[src/rtl/processador_pkg.sv]
// Shared definitions for the RV64I-subset multicycle control unit:
// opcode constants, FSM state enum, instruction classes, and the
// OP_MEM_I / ULAop select codes.
package processador_pkg;

  localparam logic [6:0] OPC_OP     = 7'b0110011;
  localparam logic [6:0] OPC_OP_IMM = 7'b0010011;
  localparam logic [6:0] OPC_LOAD   = 7'b0000011;
  localparam logic [6:0] OPC_STORE  = 7'b0100011;
  localparam logic [6:0] OPC_BRANCH = 7'b1100011;
  localparam logic [6:0] OPC_JAL    = 7'b1101111;
  localparam logic [6:0] OPC_JALR   = 7'b1100111;
  localparam logic [6:0] OPC_AUIPC  = 7'b0010111;

  typedef enum logic [2:0] {
    S_FETCH,
    S_DECODE,
    S_EXEC,
    S_MEM,
    S_WB,
    S_TRAP
  } uc_state_t;

  typedef enum logic [3:0] {
    CL_R,
    CL_I,
    CL_LOAD,
    CL_STORE,
    CL_BR,
    CL_JAL,
    CL_JALR,
    CL_AUIPC,
    CL_ILLEGAL
  } instr_class_t;

  // OP_MEM_I: operand B / write-back source select
  localparam logic [1:0] OPM_R    = 2'b00;  // B=reg, RF<-ULA
  localparam logic [1:0] OPM_LOAD = 2'b01;  // B=offset, RF<-Data
  localparam logic [1:0] OPM_IMM  = 2'b10;  // B=offset, RF<-ULA
  localparam logic [1:0] OPM_LINK = 2'b11;  // RF<-PC path

  // ULAop: operation class
  localparam logic [1:0] ULA_ADD   = 2'b00;
  localparam logic [1:0] ULA_SUB   = 2'b01;
  localparam logic [1:0] ULA_FUNCT = 2'b10;

endpackage

[src/rtl/processador_uc_if.sv]
// Control-unit <-> datapath bundle.
// master: the control unit (drives enables/selects, reads opcode/mem_ready).
// slave : the datapath/memory side.
// state_dbg exposes the FSM state for checkers.
// Handshake: mem_ready is a level qualifier sampled on the rising clk edge
// while the control unit sits in MEM; the strobe (mem_re/mem_we) stays high
// until the cycle in which mem_ready=1 is sampled (wait build only).
interface processador_uc_if #(
  parameter int CNT_W = 32
);
  import processador_pkg::*;

  logic [6:0]       opcode;
  logic             mem_ready;
  logic             IR_load;
  logic             PC_load;
  logic             RF_load;
  logic             JAL;
  logic             JALR;
  logic [1:0]       OP_MEM_I;
  logic [1:0]       ULAop;
  logic             mem_re;
  logic             mem_we;
  logic             illegal;
  logic [CNT_W-1:0] instret;
  uc_state_t        state_dbg;

  modport master (
    input  opcode, mem_ready,
    output IR_load, PC_load, RF_load, JAL, JALR, OP_MEM_I, ULAop,
           mem_re, mem_we, illegal, instret, state_dbg
  );

  modport slave (
    output opcode, mem_ready,
    input  IR_load, PC_load, RF_load, JAL, JALR, OP_MEM_I, ULAop,
           mem_re, mem_we, illegal, instret, state_dbg
  );
endinterface

[src/rtl/uc_decoder.sv]
// Combinational opcode -> instruction class decoder.
// Ports: i_op (7-bit opcode), o_class (instruction class, CL_ILLEGAL for
// anything outside the supported subset).
module uc_decoder
  import processador_pkg::*;
(
  input  logic [6:0]   i_op,
  output instr_class_t o_class
);

  always_comb begin
    o_class = CL_ILLEGAL;
    case (i_op)
      OPC_OP:     o_class = CL_R;
      OPC_OP_IMM: o_class = CL_I;
      OPC_LOAD:   o_class = CL_LOAD;
      OPC_STORE:  o_class = CL_STORE;
      OPC_BRANCH: o_class = CL_BR;
      OPC_JAL:    o_class = CL_JAL;
      OPC_JALR:   o_class = CL_JALR;
      OPC_AUIPC:  o_class = CL_AUIPC;
      default:    o_class = CL_ILLEGAL;
    endcase
  end

endmodule

[src/rtl/processador_uc.sv]
// Multicycle control unit for the RV64I-subset datapath.
// Moore FSM FETCH -> DECODE -> EXEC -> (MEM) -> (WB) -> FETCH, plus a sticky
// TRAP state for unsupported opcodes. Counts retired instructions.
// Ports:
//   clk   - rising-edge clock
//   reset - asynchronous, active-high
//   bus   - processador_uc_if.master (opcode, mem_ready in; enables,
//           selects, strobes, illegal, instret, state_dbg out)
// Build option: define UC_MEM_WAIT_EN to stretch MEM until mem_ready=1.
module processador_uc
  import processador_pkg::*;
#(
  parameter int CNT_W = 32
) (
  input  logic              clk,
  input  logic              reset,
  processador_uc_if.master  bus
);

  uc_state_t        r_state;
  uc_state_t        w_next;
  logic [6:0]       r_op_q;
  logic [CNT_W-1:0] r_instret;
  // Low while reset is held and until the first edge after release, so the
  // first FETCH cycle starts on that edge and all enables read 0 in reset.
  logic             r_run;

  instr_class_t w_class;       // class of the latched opcode (drives outputs)
  instr_class_t w_live_class;  // class of the incoming opcode (DECODE exit)

  logic       w_ir_load, w_pc_load, w_rf_load, w_jal, w_jalr;
  logic       w_mem_re, w_mem_we, w_illegal;
  logic [1:0] w_op_mem_i, w_ula_op;

  uc_decoder u_dec_q    (.i_op(r_op_q),     .o_class(w_class));
  uc_decoder u_dec_live (.i_op(bus.opcode), .o_class(w_live_class));

`ifndef UC_MEM_WAIT_EN
  logic w_unused_mem_ready;
  assign w_unused_mem_ready = bus.mem_ready;
`endif

  always_ff @(posedge clk or posedge reset) begin
    if (reset) begin
      r_state   <= S_FETCH;
      r_op_q    <= '0;
      r_instret <= '0;
      r_run     <= 1'b0;
    end else begin
      r_run <= 1'b1;
      if (r_run) r_state <= w_next;
      if (r_run && r_state == S_DECODE) r_op_q <= bus.opcode;
      // PC_load marks retirement; it only occurs for legal instructions.
      if (w_pc_load) r_instret <= r_instret + 1'b1;
    end
  end

  always_comb begin
    w_next = r_state;
    case (r_state)
      S_FETCH:  w_next = S_DECODE;
      S_DECODE: w_next = (w_live_class == CL_ILLEGAL) ? S_TRAP : S_EXEC;
      S_EXEC: begin
        case (w_class)
          CL_R, CL_I:                        w_next = S_WB;
          CL_LOAD, CL_STORE:                 w_next = S_MEM;
          CL_BR, CL_JAL, CL_JALR, CL_AUIPC:  w_next = S_FETCH;
          default:                           w_next = S_TRAP;
        endcase
      end
      S_MEM: begin
`ifdef UC_MEM_WAIT_EN
        if (bus.mem_ready) w_next = (w_class == CL_LOAD) ? S_WB : S_FETCH;
`else
        w_next = (w_class == CL_LOAD) ? S_WB : S_FETCH;
`endif
      end
      S_WB:     w_next = S_FETCH;
      S_TRAP:   w_next = S_TRAP;
      default:  w_next = S_FETCH;
    endcase
  end

  always_comb begin
    w_ir_load  = 1'b0;
    w_pc_load  = 1'b0;
    w_rf_load  = 1'b0;
    w_jal      = 1'b0;
    w_jalr     = 1'b0;
    w_op_mem_i = OPM_R;
    w_ula_op   = ULA_ADD;
    w_mem_re   = 1'b0;
    w_mem_we   = 1'b0;
    w_illegal  = 1'b0;
    if (r_run) begin
      case (r_state)
        S_FETCH: w_ir_load = 1'b1;
        S_EXEC: begin
          case (w_class)
            CL_R: begin
              w_op_mem_i = OPM_R;
              w_ula_op   = ULA_FUNCT;
            end
            CL_I: begin
              w_op_mem_i = OPM_IMM;
              w_ula_op   = ULA_FUNCT;
            end
            CL_LOAD: begin
              w_op_mem_i = OPM_LOAD;
              w_ula_op   = ULA_ADD;
            end
            CL_STORE: begin
              w_op_mem_i = OPM_IMM;
              w_ula_op   = ULA_ADD;
            end
            CL_BR: begin
              w_ula_op  = ULA_SUB;
              w_pc_load = 1'b1;
            end
            CL_JAL, CL_JALR, CL_AUIPC: begin
              w_jal      = (w_class == CL_JAL);
              w_jalr     = (w_class == CL_JALR);
              w_op_mem_i = OPM_LINK;
              w_rf_load  = 1'b1;
              w_pc_load  = 1'b1;
            end
            default: ;
          endcase
        end
        S_MEM: begin
          if (w_class == CL_LOAD) begin
            w_mem_re = 1'b1;
          end else begin
            w_mem_we = 1'b1;
`ifdef UC_MEM_WAIT_EN
            // The store retires in the cycle the memory accepts it.
            w_pc_load = bus.mem_ready;
`else
            w_pc_load = 1'b1;
`endif
          end
        end
        S_WB: begin
          w_rf_load  = 1'b1;
          w_pc_load  = 1'b1;
          w_op_mem_i = (w_class == CL_LOAD) ? OPM_LOAD :
                       (w_class == CL_I)    ? OPM_IMM  : OPM_R;
        end
        S_TRAP:  w_illegal = 1'b1;
        default: ;
      endcase
    end
  end

  assign bus.IR_load   = w_ir_load;
  assign bus.PC_load   = w_pc_load;
  assign bus.RF_load   = w_rf_load;
  assign bus.JAL       = w_jal;
  assign bus.JALR      = w_jalr;
  assign bus.OP_MEM_I  = w_op_mem_i;
  assign bus.ULAop     = w_ula_op;
  assign bus.mem_re    = w_mem_re;
  assign bus.mem_we    = w_mem_we;
  assign bus.illegal   = w_illegal;
  assign bus.instret   = r_instret;
  assign bus.state_dbg = r_state;

endmodule
[src/flat_wrapper.sv]
// flat-port wrapper written by rule: the top's interface ports become plain ports
module processador_uc_flat import processador_pkg::*;
#(
  parameter int CNT_W = 32
)
  (clk, reset, bus_opcode, bus_mem_ready, bus_IR_load, bus_PC_load, bus_RF_load, bus_JAL, bus_JALR, bus_OP_MEM_I, bus_ULAop, bus_mem_re, bus_mem_we, bus_illegal, bus_instret, bus_state_dbg);
  processador_uc_if #(.CNT_W(CNT_W)) bus_i ();
  input  logic clk;
  input  logic reset;
  input wire logic [$bits(bus_i.opcode)-1:0] bus_opcode;
  input wire logic [$bits(bus_i.mem_ready)-1:0] bus_mem_ready;
  output wire logic [$bits(bus_i.IR_load)-1:0] bus_IR_load;
  output wire logic [$bits(bus_i.PC_load)-1:0] bus_PC_load;
  output wire logic [$bits(bus_i.RF_load)-1:0] bus_RF_load;
  output wire logic [$bits(bus_i.JAL)-1:0] bus_JAL;
  output wire logic [$bits(bus_i.JALR)-1:0] bus_JALR;
  output wire logic [$bits(bus_i.OP_MEM_I)-1:0] bus_OP_MEM_I;
  output wire logic [$bits(bus_i.ULAop)-1:0] bus_ULAop;
  output wire logic [$bits(bus_i.mem_re)-1:0] bus_mem_re;
  output wire logic [$bits(bus_i.mem_we)-1:0] bus_mem_we;
  output wire logic [$bits(bus_i.illegal)-1:0] bus_illegal;
  output wire logic [$bits(bus_i.instret)-1:0] bus_instret;
  output wire logic [$bits(bus_i.state_dbg)-1:0] bus_state_dbg;
  assign bus_i.opcode = bus_opcode;
  assign bus_i.mem_ready = bus_mem_ready;
  assign bus_IR_load = bus_i.IR_load;
  assign bus_PC_load = bus_i.PC_load;
  assign bus_RF_load = bus_i.RF_load;
  assign bus_JAL = bus_i.JAL;
  assign bus_JALR = bus_i.JALR;
  assign bus_OP_MEM_I = bus_i.OP_MEM_I;
  assign bus_ULAop = bus_i.ULAop;
  assign bus_mem_re = bus_i.mem_re;
  assign bus_mem_we = bus_i.mem_we;
  assign bus_illegal = bus_i.illegal;
  assign bus_instret = bus_i.instret;
  assign bus_state_dbg = bus_i.state_dbg;
  processador_uc #(.CNT_W(CNT_W)) u_core (.clk(clk), .reset(reset), .bus(bus_i));
endmodule
[config.mk]
export PLATFORM = sky130hd
export DESIGN_NAME = processador_uc_flat
export DESIGN_NICKNAME = d
export VERILOG_FILES = /design/src/rtl/processador_pkg.sv /design/src/rtl/processador_uc_if.sv /design/src/rtl/uc_decoder.sv /design/src/rtl/processador_uc.sv /design/src/flat_wrapper.sv
export SDC_FILE = /design/constraint.sdc
export NUM_CORES = 1
export LEC_CHECK = 0
export BUFFER_PORTS_ARGS = -buffer_cell sky130_fd_sc_hd__buf_2
export CORE_ASPECT_RATIO = 1.25
export CORE_MARGIN = 3
export CORE_UTILIZATION = 30
export DETAILED_ROUTE_END_ITERATION = 10
export PLACE_DENSITY_LB_ADDON = 0.08
export SYNTH_ARGS = -nofsm -noshare
export SYNTH_HDL_FRONTEND = slang
export SYNTH_SLANG_ARGS = --single-unit
[constraint.sdc]
create_clock -name clk -period 1.9 [get_ports clk]
set_input_delay 0.38 -clock clk [delete_from_list [all_inputs] [get_ports clk]]
set_output_delay 0.38 -clock clk [all_outputs]
set_load 0.1 [all_outputs]
## Word level (Yosys, flattened, before mapping)

Memories as Yosys holds them, arrays and structs flattened.
Cells that the tools add are included.

- Memories: 1
- Register bits: 43
- Bits of input ports: 10
- ROM bits: 24
- Output and inout port bits: 47

Memories:

| memory | words | width | read ports | clocked after Yosys merged registers in | wr ports | RTL line | source |
|---|---|---|---|---|---|---|---|
| (no name shown) | 8 | 3 | 1 | 0 | 0 | processador_uc.sv:64 | `case (w_class)` |

- Multiplexer cells: 36
- $add $sub $neg: 1
- Equal/unequal tests: 29
- Reduce and logical (&&, ||, !) cells: 7

Operators with widths:

| operator | number |
|---|---|
| 4-bit one-hot mux with 8 select lines | 2 |
| 7-bit == test, second input constant | 6 |
| 32-bit by 1-bit adder with 32-bit output, second input constant | 1 |
| 7-bit by 5-bit == test with 1-bit output, second input constant | 4 |
| 7-bit by 6-bit == test with 1-bit output, second input constant | 4 |
| 1-bit two-way mux | 20 |
| 4-bit by 3-bit == test with 1-bit output, second input constant | 4 |
| 3-bit one-hot mux with 5 select lines | 1 |
| 7-bit by 2-bit == test with 1-bit output, second input constant | 2 |
| 2-bit two-way mux | 5 |
| 3-bit two-way mux | 3 |
| 4-bit by 2-bit == test with 1-bit output, second input constant | 2 |
| 2-bit one-hot mux with 2 select lines | 2 |
| 3-bit by 2-bit == test with 1-bit output, second input constant | 2 |
| 3-bit == test, second input constant | 2 |
| 2-bit one-hot mux with 3 select lines | 1 |
| 4-bit by 1-bit == test with 1-bit output, second input constant | 1 |
| 4-bit == test, second input constant | 1 |
| 4-bit zero test | 1 |
| 2-bit OR reduction | 2 |
| 4-bit OR reduction | 1 |
| 3-bit by 1-bit == test with 1-bit output, second input constant | 1 |
| 3-bit zero test | 1 |
| 1-bit one-hot mux with 3 select lines | 1 |
| other kinds (3) | 3 |

## Depth between registers and ports, before layout

- Depth after elaboration: 7
- Depth in mapped cells: 8
- Gate-level depth less buffers: 5

## By module

From an unflattened synthesis, not the netlist that was laid out.

- Cell total of the unflattened synthesis: 247
- Area, all modules: 2379.8 sq um

Modules (own cells, without submodules):

| module | instances | cells an instance | area each (sq um) |
|---|---|---|---|
| processador_uc | 1 | 211 | 2139.6 |
| uc_decoder | 2 | 18 | 120.1 |

## Least setup slack after synthesis

No wires, ideal clock.

- Path type: register to output
- Start: register u_core.r_state[1] (netlist: u_core.bus.state_dbg[1])
- End: output bus_ULAop[1]
- Arrival time: 4.439 ns
- Stages on the path, launching flop included: 6
- Setup slack: -2.919 ns
- Path buffers: 1
- Path through: dfrtp_1 -> buf_4 -> inv_1 -> nor2_2 -> nand2_1 -> nor4_1

- Longest elaborated chain between the ends: 3

RTL lines:

| element | RTL line | source |
|---|---|---|
| start, declared | processador_uc.sv:20 | `uc_state_t r_state;` |
| start signal, assigned | processador_uc.sv:51 | `if (r_run) r_state <= w_next;` |
| 3-bit by 2-bit == test with 1-bit output | processador_uc.sv:96 | `case (r_state)` |
| 2-bit two-way mux | processador_uc.sv:96 |  |
| 2-bit two-way mux | processador_uc.sv:95 | `if (r_run) begin` |
| end, declared | flat_wrapper.sv:18 | `output wire logic [$bits(bus_i.ULAop)-1:0] bus_ULAop;` |

No other way between the ends.

## Worst setup path in the final report

- Start: register u_core.r_op_q[5]
- End: output bus_OP_MEM_I[0]

- Longest elaborated chain between the ends: 7
- Elaborated cells between the ends (all ways): 21

RTL lines:

| element | RTL line | source |
|---|---|---|
| start, declared | processador_uc.sv:22 | `logic [6:0] r_op_q;` |
| start signal, assigned | processador_uc.sv:52 | `if (r_run && r_state == S_DECODE) r_op_q <= bus.opcode;` |
| 7-bit by 5-bit == test with 1-bit output (tied with other cells) | uc_decoder.sv:13 | `case (i_op)` |
| 4-bit one-hot mux with 8 select lines * | uc_decoder.sv:13 |  |
| 4-bit by 3-bit == test with 1-bit output (tied with other cells) | processador_uc.sv:99 | `case (w_class)` |
| 3-bit OR reduction / 2-bit OR reduction (equally long branches) | -- |  |
| 2-bit one-hot mux with 3 select lines | processador_uc.sv:99 |  |
| 2-bit one-hot mux with 2 select lines * | processador_uc.sv:96 |  |
| 2-bit two-way mux * | processador_uc.sv:95 |  |
| end, declared | flat_wrapper.sv:17 | `output wire logic [$bits(bus_i.OP_MEM_I)-1:0] bus_OP_MEM_I;` |

Mark *: on every way between the ends. The rest lies on a longest branch, timed or not.

==> summary.md <==
| Metric | Value |
|---|---|
| Outcome | `finished with violations` |
| Failing checks | `negative setup slack` |
| Number of nets in the finished design | `390` |
| Fin crit share | `120.7%` |
| Final routed wirelength across all metal layers | `7371 um` |
| Count of different cell masters after synthesis | `59` |
| Leakage power summed over all cells | `1.884 nW` |
| Final Total Pwr | `3.622 mW` |
| Post-layout min period | `2.294 ns` |
| DRC violations left | `0` |
| Clock Pin Slew Worst Setup and Hold Paths | `0.08 ns` |
| Number of register bits inferred by synthesis | `43` |
| Aggregate global-route resource usage | `15.21%` |
| IR drop worst, VDD | `1.233 mV` |
| Worst setup EP type | `output port` |
| Critical path launch point type | `flop` |
| Global-route congestion overflow total | `0` |
| Dpl cell area | `0.003792 mm^2` |
| Total core area | `0.008379 mm^2` |
| Placed wire-length estimate | `5369 um` |
| Worst path bufs/invs | `1` |
| Post-synthesis net count | `276` |
| Arrival time of the worst setup path | `1.91 ns` |
| Layout Cell Area excl Fill | `0.004345 mm^2` |
| Reg2Reg Depth | `9` |
| Wire per inst | `14.83 um` |
| Via count | `2469` |
| Achievable Freq | `0.4359 GHz` |
| Total number of yosys warnings | `0` |
| Area growth from synthesis to layout | `66.01%` |
| Largest net degree at the start of global routing | `44` |
| Number of core rows | `37` |
| Wire length of the first global-routing pass | `12130 um` |
| Number of instances in the placed design | `476` |
| Cell type with the highest aggregate area in the netlist | `sky130_fd_sc_hd__dfrtp_1` |
| Number of setup violations in the final report | `32` |
| Average footprint of a synthesized cell | `9.877 um^2` |
| Synth async-reset ratio | `100.0%` |
| Share of synthesized area occupied by flip-flops and latches | `41.11%` |
| Leading cell type by number of instances after synthesis | `sky130_fd_sc_hd__dfrtp_1` |
| Fraction of layout instances using a drive strength above 1 | `65.00%` |
| Max Buffers Root-to-Sink | `2` |
| Slack of the critical path | `-0.3940 ns` |
| Floorplan die area | `0.009889 mm^2` |
| Final max-slew violation count | `0` |
| Via density per instance | `4.968` |
| Number of buffers added on ports | `55` |
| Worst setup slack before clock tree synthesis | `-0.1406 ns` |
| Initial DRC count | `77` |
| First-pass iteration count of the detailed router | `4` |
| Number of enable flip-flop cells after synthesis | `0` |
| I/O pin count | `57` |
| Predominant post-synthesis flop cell | `sky130_fd_sc_hd__dfrtp_1` |
| Vias in the first global route | `2447` |
| Start-to-end type of the worst setup path | `reg2out` |
| Ordered cell list for the critical path | `and4b_1 -> a311o_2 -> nand4_4 -> nand2b_4 -> o21ai_4 -> buf_12` |
| CTS tree | `yes` |
| Worst-skew pair later-pin latency | `0.30 ns` |
| Die X | `89.55 um` |
| Cell with the largest stage delay on the worst path | `sky130_fd_sc_hd__dfrtp_2` |
| Sinks on the clock net | `43` |
| Max capacitance violation total | `0` |
| Final weighted congestion in routability-driven placement | `0.8099` |
| CTS H-tree depth | `2` |
| Cell count after synthesis | `265` |
| Hold WS | `0.08702 ns` |
| Clock buffer count from CTS | `5` |
| Cell depth of the worst setup path | `6` |
| Clock root buffer | `sky130_fd_sc_hd__clkbuf_8` |
| Worst-path maximum fanout | `6` |
| Slack of the worst reg-to-reg path | `-0.23 ns` |
| Antenna diodes | `0` |
| Hold violation total from the final report | `0` |
| Data required time of the critical path | `1.52 ns` |
| Initial core utilization | `31.24%` |
| Number of antenna violations at the first check in global routing | `0` |
| Cell area power density | `833.5 mW/mm^2` |
| Delay of the slowest critical-path stage | `0.46 ns` |
| Min-Delay Path Class | `in2async` |
| Clock Skew | `0.009746 ns` |
| Kind of cell adding the most delay to the critical path | `simple AND/OR/NAND/NOR gates` |
| Combined area of all synthesized cells | `0.002618 mm^2` |
| Setup repair after global routing missed its margin | `true` |
| Launching point of the worst reg2reg path | `u_core.r_op_q[4]$_DFFE_PP0P_` |
| Transition at the pin with the smallest max-transition slack | `0.6096 ns` |
| Relative slew slack | `59.25%` |
| Endpoint of the lowest-slack register-to-register path | `u_core.bus.instret[20]$_DFFE_PP0P_` |
| Top cell types by occurrence after synthesis | `sky130_fd_sc_hd__dfrtp_1, sky130_fd_sc_hd__xor2_1, sky130_fd_sc_hd__a21oi_1` |
| Die boundary height | `110.4 um` |
| Number of filler cells placed in the layout | `753` |
| Share of the synthesized area in the top cell type | `41.11%` |
| Dominant cells by area after synthesis | `sky130_fd_sc_hd__dfrtp_1, sky130_fd_sc_hd__xor2_1, sky130_fd_sc_hd__a211oi_2, sky130_fd_sc_hd__a21oi_1, sky130_fd_sc_hd__nand4_1` |
| Post-DRT Antenna Nets | `0` |
| Non-filler instance count after layout | `497` |
-- worst max-delay path by stage --
stage	startpoint	endpoint	slack, ns
4_1_cts	u_core.r_op_q[4]$_DFFE_PP0P_	bus_JALR	-0.41
3_5_place_dp	u_core.r_op_q[4]$_DFFE_PP0P_	bus_OP_MEM_I[1]	-0.14
5_1_grt	u_core.r_op_q[4]$_DFFE_PP0P_	bus_JAL	-0.48
6_report	u_core.r_op_q[5]$_DFFE_PP0P_	bus_OP_MEM_I[0]	-0.39
3_3_place_gp	u_core.r_op_q[6]$_DFFE_PP0P_	bus_ULAop[1]	-0.13
2_1_floorplan	u_core.bus.state_dbg[2]$_DFFE_PP0P_	bus_JALR	-0.69
-- metal layers --
layer | share of wire, % | global-route usage, % | up-vias | wire [um]
met2 | 54 | 25.68 | 61 | 3944
met5 | 0 | 0 | - | 0
met3 | 3.3 | 2.239 | 11 | 241
li1 | - | - | 1190 | -
met4 | 1.3 | 4.071 | 0 | 93
met1 | 42 | 19.81 | 1207 | 3092
-- cell type report --
class                      instances  area, um^2  share of cell area, %
sequential                        43        1154                  26.55
clock buffer                       6       72.57                  1.670
inverter                          11       43.79                  1.008
tap                              117       146.4                  3.369
clock inverter                     2       60.06                  1.382
multi-input combinational        194        1783                  41.03
timing repair buffer             124        1086                  24.99
-- cell families after synthesis --
group,Yosys count,share of synthesized area (%)
AO/OA/AOI/OAI,61,17.78
XOR/XNOR,32,10.71
adder cells (fa/ha/maj),1,0.4779
buffers and inverters,28,5.736
flip-flops,43,41.11
multiplexers,7,3.155
other,1,0.1433
AND/OR/NAND/NOR,92,20.89
-- power by group --
part / switching, mW / internal [mW] / total, mW / leakage [nW]
clock network: 0.328 / 0.526 / 0.854 / 0.0654
logic: 0.935 / 0.657 / 1.59 / 1.30
registers: 0.140 / 1.04 / 1.18 / 0.514
-- flip-flops by register name, summed over array words and instances, names as in the netlist --
signal / cells
u_core.bus.instret: 32
u_core.bus.state_dbg: 3
u_core.r_run: 1
u_core.r_op_q: 7
-- cells in the final DEF, fill, tap and decap left out, types with 3 or more instances in the layout --
cell                       synthesis  layout
sky130_fd_sc_hd__buf_4             2      55
sky130_fd_sc_hd__buf_2             6      43
sky130_fd_sc_hd__xor2_1           26      26
sky130_fd_sc_hd__dfrtp_2           0      23
sky130_fd_sc_hd__nand2_1          18      16
sky130_fd_sc_hd__nand4_1          15      15
sky130_fd_sc_hd__buf_12            0      15
sky130_fd_sc_hd__a21oi_2           0      13
sky130_fd_sc_hd__dfrtp_4           0      13
sky130_fd_sc_hd__nand3_1          12      11
sky130_fd_sc_hd__a21oi_1          22       9
sky130_fd_sc_hd__a211oi_4          0       9
sky130_fd_sc_hd__inv_1            11       8
sky130_fd_sc_hd__buf_6             4       8
sky130_fd_sc_hd__dfrtp_1          43       7
sky130_fd_sc_hd__nor2_2            3       6
sky130_fd_sc_hd__xnor2_1           6       6
sky130_fd_sc_hd__mux2_2            6       6
sky130_fd_sc_hd__nor2_1           12       5
sky130_fd_sc_hd__o21ai_0           7       5
sky130_fd_sc_hd__clkbuf_8          0       5
sky130_fd_sc_hd__nor2_4            0       4
sky130_fd_sc_hd__nand2b_4          0       3
sky130_fd_sc_hd__and3_1            3       3
sky130_fd_sc_hd__o21ai_4           0       3
sky130_fd_sc_hd__nor3_4            0       3
-- worst reg2reg max path, delay by kind of cell, from the launching register on --
kind | cells | cell delay (ns)
flops | 1 | 0.44
buf+inv | 4 | 0.60
compound gates | 2 | 0.39
simple gates | 2 | 0.45
xor+xnor | 1 | 0.17
-- what timing repair did --
action | CTS | global route
hold buffers | 0 | 0
gates resized for setup | 24 | 36
setup endpoints to repair | 18 | 44
setup buffers | 3 | 9
pin swaps | 4 | 17
cloned | 0 | 1
-- stage by stage --
stage               TNS, ns  utilization (%)
floorplan            -6.613                -
global placement    -0.9264            45.26
detailed placement   -1.066            45.26
CTS                  -3.797            48.44
global route         -9.752            51.86
finish               -6.180            51.86
Power figures use the tool's default switching activity.
